--- src/rtl/regfile_param_pc.sv ---
// Parametrised register file with a PC register in the top slot,
// optional write-to-read bypass and a pending-write scoreboard.
module regfile_param_pc #(
  parameter int DATA_W  = 32,
  parameter int ADDR_W  = 4,
  parameter int PC_STEP = 4,
  parameter int BYPASS  = 1
) (
  input  logic                     CLK,
  input  logic                     RESET,
  input  logic                     WE,
  input  logic [ADDR_W-1:0]        WA,
  input  logic [DATA_W-1:0]        WD,
  input  logic [ADDR_W-1:0]        A,
  input  logic [ADDR_W-1:0]        B,
  output logic [DATA_W-1:0]        PA,
  output logic [DATA_W-1:0]        PB,
  input  logic                     PC_LD,
  input  logic [DATA_W-1:0]        PC_IN,
  input  logic                     PC_INC,
  output logic [DATA_W-1:0]        PC_OUT,
  input  logic                     MARK,
  input  logic [ADDR_W-1:0]        MA,
  output logic                     HAZ_A,
  output logic                     HAZ_B,
  output logic [(1<<ADDR_W)-1:0]   PEND
);

  localparam int NREG = 1 << ADDR_W;
  localparam logic [ADDR_W-1:0] PCI = ADDR_W'(NREG - 1);

  logic [DATA_W-1:0] r_regs [NREG];
  logic [NREG-1:0]   r_pend;
  logic [NREG-1:0]   w_set;
  logic [NREG-1:0]   w_clr;
  logic              w_byp_a;
  logic              w_byp_b;

  always_ff @(posedge CLK or negedge RESET) begin
    if (!RESET) begin
      for (int i = 0; i < NREG; i++) r_regs[i] <= '0;
    end else begin
      if (WE && (WA != PCI)) r_regs[WA] <= WD;
      // Load beats write-port, write-port beats increment.
      if (PC_LD)
        r_regs[PCI] <= PC_IN;
      else if (WE && (WA == PCI))
        r_regs[PCI] <= WD;
      else if (PC_INC)
        r_regs[PCI] <= r_regs[PCI] + DATA_W'(PC_STEP);
    end
  end

  assign w_set = MARK ? (NREG'(1) << MA) : '0;
  assign w_clr = WE ? (NREG'(1) << WA) : '0;

  // A new producer (set) outranks a retiring one (clear).
  always_ff @(posedge CLK or negedge RESET) begin
    if (!RESET) r_pend <= '0;
    else        r_pend <= (r_pend & ~w_clr) | w_set;
  end

  assign w_byp_a = (BYPASS != 0) && WE && (WA == A);
  assign w_byp_b = (BYPASS != 0) && WE && (WA == B);

  assign PA = !RESET ? '0 : (w_byp_a ? WD : r_regs[A]);
  assign PB = !RESET ? '0 : (w_byp_b ? WD : r_regs[B]);

  assign PC_OUT = r_regs[PCI];
  assign PEND   = r_pend;

  assign HAZ_A = RESET && r_pend[A] && !w_byp_a;
  assign HAZ_B = RESET && r_pend[B] && !w_byp_b;

endmodule

--- config.mk ---
export PLATFORM = sky130hd
export DESIGN_NAME = regfile_param_pc
export DESIGN_NICKNAME = d
export VERILOG_FILES = /design/src/rtl/regfile_param_pc.sv
export SDC_FILE = /design/constraint.sdc
export NUM_CORES = 1
export LEC_CHECK = 0
export CORE_MARGIN = 4
export CORE_UTILIZATION = 45
export DETAILED_ROUTE_END_ITERATION = 10
export SLEW_MARGIN = 15
export SYNTH_ARGS = -nofsm -noshare
export SYNTH_HDL_FRONTEND = slang
export SYNTH_SLANG_ARGS = --single-unit
--- constraint.sdc ---
create_clock -name CLK -period 4.6 [get_ports CLK]
set_input_delay 0.69 -clock CLK [delete_from_list [all_inputs] [get_ports CLK]]
set_output_delay 0.69 -clock CLK [all_outputs]
set_load 0.05 [all_outputs]
**Yosys cells after proc, flatten, opt, wreduce, memory -nomap -nowiden**

Cells that the tools add are included.

- Add/subtract/negate cells: 1
- Multipliers: 0
- Divide/modulo/power cells: 0
- $lt $le $gt $ge: 6
- Equality and inequality tests: 4
- Shifts and indexed selects: 2
- Multiplexer cells: 23
- Bitwise gates (word level): 6
- Reduce and logical (&&, ||, !) cells: 12

Operator list:

| operator | number |
|---|---|
| bitwise mux 512 bit | 1 |
| 2-to-1 mux 32 bit | 13 |
| binary-select mux 32 bit (select 4 bit) | 2 |
| demux 32 bit (select 4 bit) | 1 |
| adder 32 x 3 -> 32 bit, second input constant | 1 |
| 2-to-1 mux 16 bit | 2 |
| left shift 1 x 4 -> 16 bit, first input constant | 2 |
| AND 16 bit | 1 |
| NOT 16 bit | 1 |
| OR 16 bit | 1 |
| >= comparator 5 bit, second input constant | 3 |
| NOT 4 -> 5 bit | 3 |
| less-than comparator 4 x 5 -> 1 bit, second input constant | 2 |
| logical AND 1 bit | 9 |
| binary-select mux 1 bit (select 4 bit) | 2 |
| equality test 4 bit | 2 |
| less-than comparator 5 x 1 -> 1 bit, second input constant | 1 |
| equality test 4 bit, second input constant | 1 |
| != test 4 bit, second input constant | 1 |
| nonzero test 4 bit | 1 |
| logical NOT 1 bit | 2 |
| 2-to-1 mux 1 bit | 2 |

- Register bits: 528
- Bits in latches: 0
- Memory bits (writable): 0
- Bits in read-only memories: 0
- Input port bits: 86
- Memories kept: 0

**Logic depth before layout (Yosys ltp)**

- Depth in word-level cells: 10
- Depth in mapped cells: 9

**Least setup slack after synthesis**

No wires, ideal clock.

- Path kind: input to output
- Start: in B[0]
- End: out PB[10]
- Arrival: 2.317 ns
- Data required time: 3.910 ns
- Setup slack: 1.593 ns
- Cell stages on the path: 7
- Path through: buf_4 -> buf_6 -> buf_6 -> mux4_2 -> a211oi_1 -> a21oi_1 -> a22o_1

- Cells in the longest elaborated chain, start to end: 6
- Elaborated cells between the ends (all ways): 8
- Classes of those cells: eq/ne: 1; mux: 5; bitwise: 1; reduce/logical: 1

Ends and longest elaborated chain:

| what | RTL line | RTL |
|---|---|---|
| start: declaration | 15 | `input logic [ADDR_W-1:0] B,` |
| NOT 4 -> 5 bit (implied by the code) | 67 | `assign PB = !RESET ? '0 : (w_byp_b ? WD : r_regs[B]);` |
| binary-select mux 32 bit (select 4 bit) | 67 |  |
| 2-to-1 mux 32 bit (implied by the code) (2 in series) | 67 |  |
| 2-to-1 mux 32 bit (*) (2 in series) | 67 |  |
| end: declaration | 17 | `output logic [DATA_W-1:0] PB,` |

Every way passes the cells marked *; elsewhere a longest branch is shown, timed or not. The select of a mux whose other input is x is not followed.

**Final worst setup path**

- Start: in WA[1]
- End: out PB[30]

- Cells in the longest elaborated chain, start to end: 4

Ends and longest elaborated chain:

| what | RTL line | RTL |
|---|---|---|
| start: declaration | 12 | `input logic [ADDR_W-1:0] WA,` |
| equality test 4 bit | 64 | `assign w_byp_b = (BYPASS != 0) && WE && (WA == B);` |
| logical AND 1 bit | 64 |  |
| 2-to-1 mux 32 bit (2 in series) | 67 |  |

Every way passes these cells.

==> impl_results.md <==
* Finished Layout Cells at 3174
* Worst hold margin at 10.68 ps
* Max layer used: met4
* Largest family of logic cells by synthesized area: multiplexers
* Crit-path cells: clkdlybuf4s50_1 > xor2_1 > nor4_1 > a21boi_4 > buf_4 > a22o_1 > buf_12
* Total power at 15.70 mW
* Lkg Pwr at 14.48 nW
* Layout net count at 2342
* Cells after Synth at 2180
* Top cell type by total area after synthesis: dfrtp_1
* Core ar. at 67040 um2
* Syn Nets at 2267
* Top cells by count, synth: 528 x dfrtp_1, 481 x mux2_2, 266 x mux4_2
* Met1 wire length at 39720 um
* Vias per Instance at 6.523
* # H-tree levels at 2
* Max_cap viols at 0
* F_max at 248.6 MHz
* Syn_area_per_cell at 13.95 um2
* Cts hold-fix bufs at 0
* Fillers at 5590
* Adder-cell share of the synthesized area at 0.0004116
* Clk slew on worst S/H paths at 60 ps
* Startpoint types: input pin
* DP Area at 33720 um2
* Ys async rst share at 1.000
* Pin count of the biggest net entering global routing at 192
* Vias in the first global route at 21.80k
* Number of flops mapped to enable cells by yosys at 0
* Worst path bufs/invs at 3
* Remaining Overflow, GRT at 0
* ANT cells at 0
* Worst vdd ir at 357.7 uV
* Area Overhead vs Synth at 17.37%
* Slowest cell on crit path: nor4_1
* Final wirelength at 95030 um
* Placer Congestion at 0.8360
* Setup TNS at 0 ps
* CTS tree: yes
* Remaining antenna violation count at 0
* Worst Tran Pin Value at 1102 ps
* Final max-slew violation count at 0
* Yosys warning count at 0
* Latest clock arrival within the worst-skew pair at 620 ps
* Most area-consuming cells after synthesis: dfrtp_1 43%, mux4_2 20%, mux2_2 18%
* Max Root-Sink Buffers at 3
* Die width at 267.9 um
* Max stage delay on crit path at 660 ps
* CP required at 3910 ps
* Cell family with most CP delay: buffers and inverters
* Final critical-path setup slack at 577.2 ps
* Synth Cell Area at 30400 um2
* Reg2Reg Launch Point: PC_OUT[2]
* Boundary pin count at 200
* DRC violations left at 0
* Mux cell area share after synthesis at 0.3973
* Post-CTS Setup Repair Bufs at 0
* # rows at 95
* Slew headroom at 0.2655
* RSZ-0062 raised after global routing: false
* Sequential share of the synthesized area at 0.4346
* Die footprint at 71780 um2
* Iteration-0 DRC Markers at 1617
* Final Hold Vio Count at 0
* Num CTS Buffers at 58
* Setup violations, final at 0
* Pre-CTS setup slack at 604.4 ps
* Met3 WL post-DR at 6939 um
* Clock sinks at 528
* Worst Hold Class: in2async
* Port Buffer Count at 199
* Tcrit/Tclk final at 0.8745
* Arrival @ worst endpoint at 3330 ps
* Simple logic cell fraction of the synthesized area at 0.04050
* Vias after detailed routing at 20.70k
* Ys flop type: dfrtp_1
* Met2 WL post-DR at 45640 um
* Top-count cell post-synth: dfrtp_1
* Starting density of the core at 0.4535
* Clk root buf: clkbuf_16
* Count of different cell masters after synthesis at 66
* CP endpoint kind: output pin
* DR WL/cell at 29.94 um
* Synth Area in Compound Gates at 0.07635
* Worst Path Max Fanout at 17
* Clk_skew at 14.70 ps
* Post_cts resized at 0
* Post-layout instance area at 35680 um2
* Layout cells sized above 1 at 0.4472
* XOR/XNOR Fraction of Synth Area at 0.004322
* Die Ht at 267.9 um
* Dpl cells at 3068
* Final min period at 4023 ps
* DR pass1 iterations at 5
* Core Util, Final at 0.5322
* Total global-route track usage at 0.2647
* Synth Register Bits at 528
* Initial antenna violation count at 1
* First-pass GRT wire length at 141600 um
* CP startpoint: WA[1]
* Pwr dens at 440.0 nW/um2
* DPL Wire Length at 57920 um
* WS Path Type: in2out
* Synth top area share at 0.4346
* Status: completed
==> state kept, by name, indices dropped and copies added (netlist names) <==
register,count
r_regs,480
PEND,16
PC_OUT,32
==> layer usage <==
layer  vias up  track usage
met5         -            0
met4         0      0.07641
met3       148      0.05155
met2       795       0.4285
met1     11147       0.3686
li1       8613            -
==> power by group <==
part	internal (mW)	switching, mW
clock network	2.85	1.95
registers	5.70	0.842
logic	2.48	1.88
total	11.0	4.67
==> worst paths after layout <==
check                              endpoint  slack (ps)  cells after the start
worst min-delay path             r_regs[35]          10                      1
worst min register to register  r_regs[183]         520                      1
min in group CLK                r_regs[183]         520                      1
max in group asynchronous        r_regs[85]        2510                      3
worst max register to register   PC_OUT[28]        1950                      6
worst max-delay path                 PB[30]         580                      7
==> cells by family (layout without fill, tap and decap cells) <==
| kind of cell | after synthesis | count (layout) |
|---|---|---|
| AOI/OAI and AO/OA | 332 | 332 |
| xor gates and xnor gates | 15 | 15 |
| adders and majority gates | 1 | 1 |
| buffers and inverters | 273 | 394 |
| DFF | 528 | 528 |
| muxes | 814 | 814 |
| and+or+nand+nor | 217 | 217 |
==> layout make-up <==
class	instances	area [um2]	share of cell area
tap	873	1092	0.03061
clock inverter	20	206.4	0.005786
clock buffer	86	1758	0.04927
timing repair buffer	273	3473	0.09735
sequential	528	13210	0.3703
inverter	15	56.30	0.001578
multi-input combinational	1379	15880	0.4451
==> cells in the final DEF, fill, tap and decap left out, drive strengths merged, types with 34 or more instances in the layout <==
cell type / count
a22o: 64
a21oi: 81
mux2i: 67
mux4: 266
clkdlybuf4s50: 123
buf: 150
clkbuf: 86
o21ai: 34
nor2b: 65
dfrtp: 528
mux2: 481
nand2: 38
a211oi: 69
Note: power is estimated with default switching activity, not from simulation.
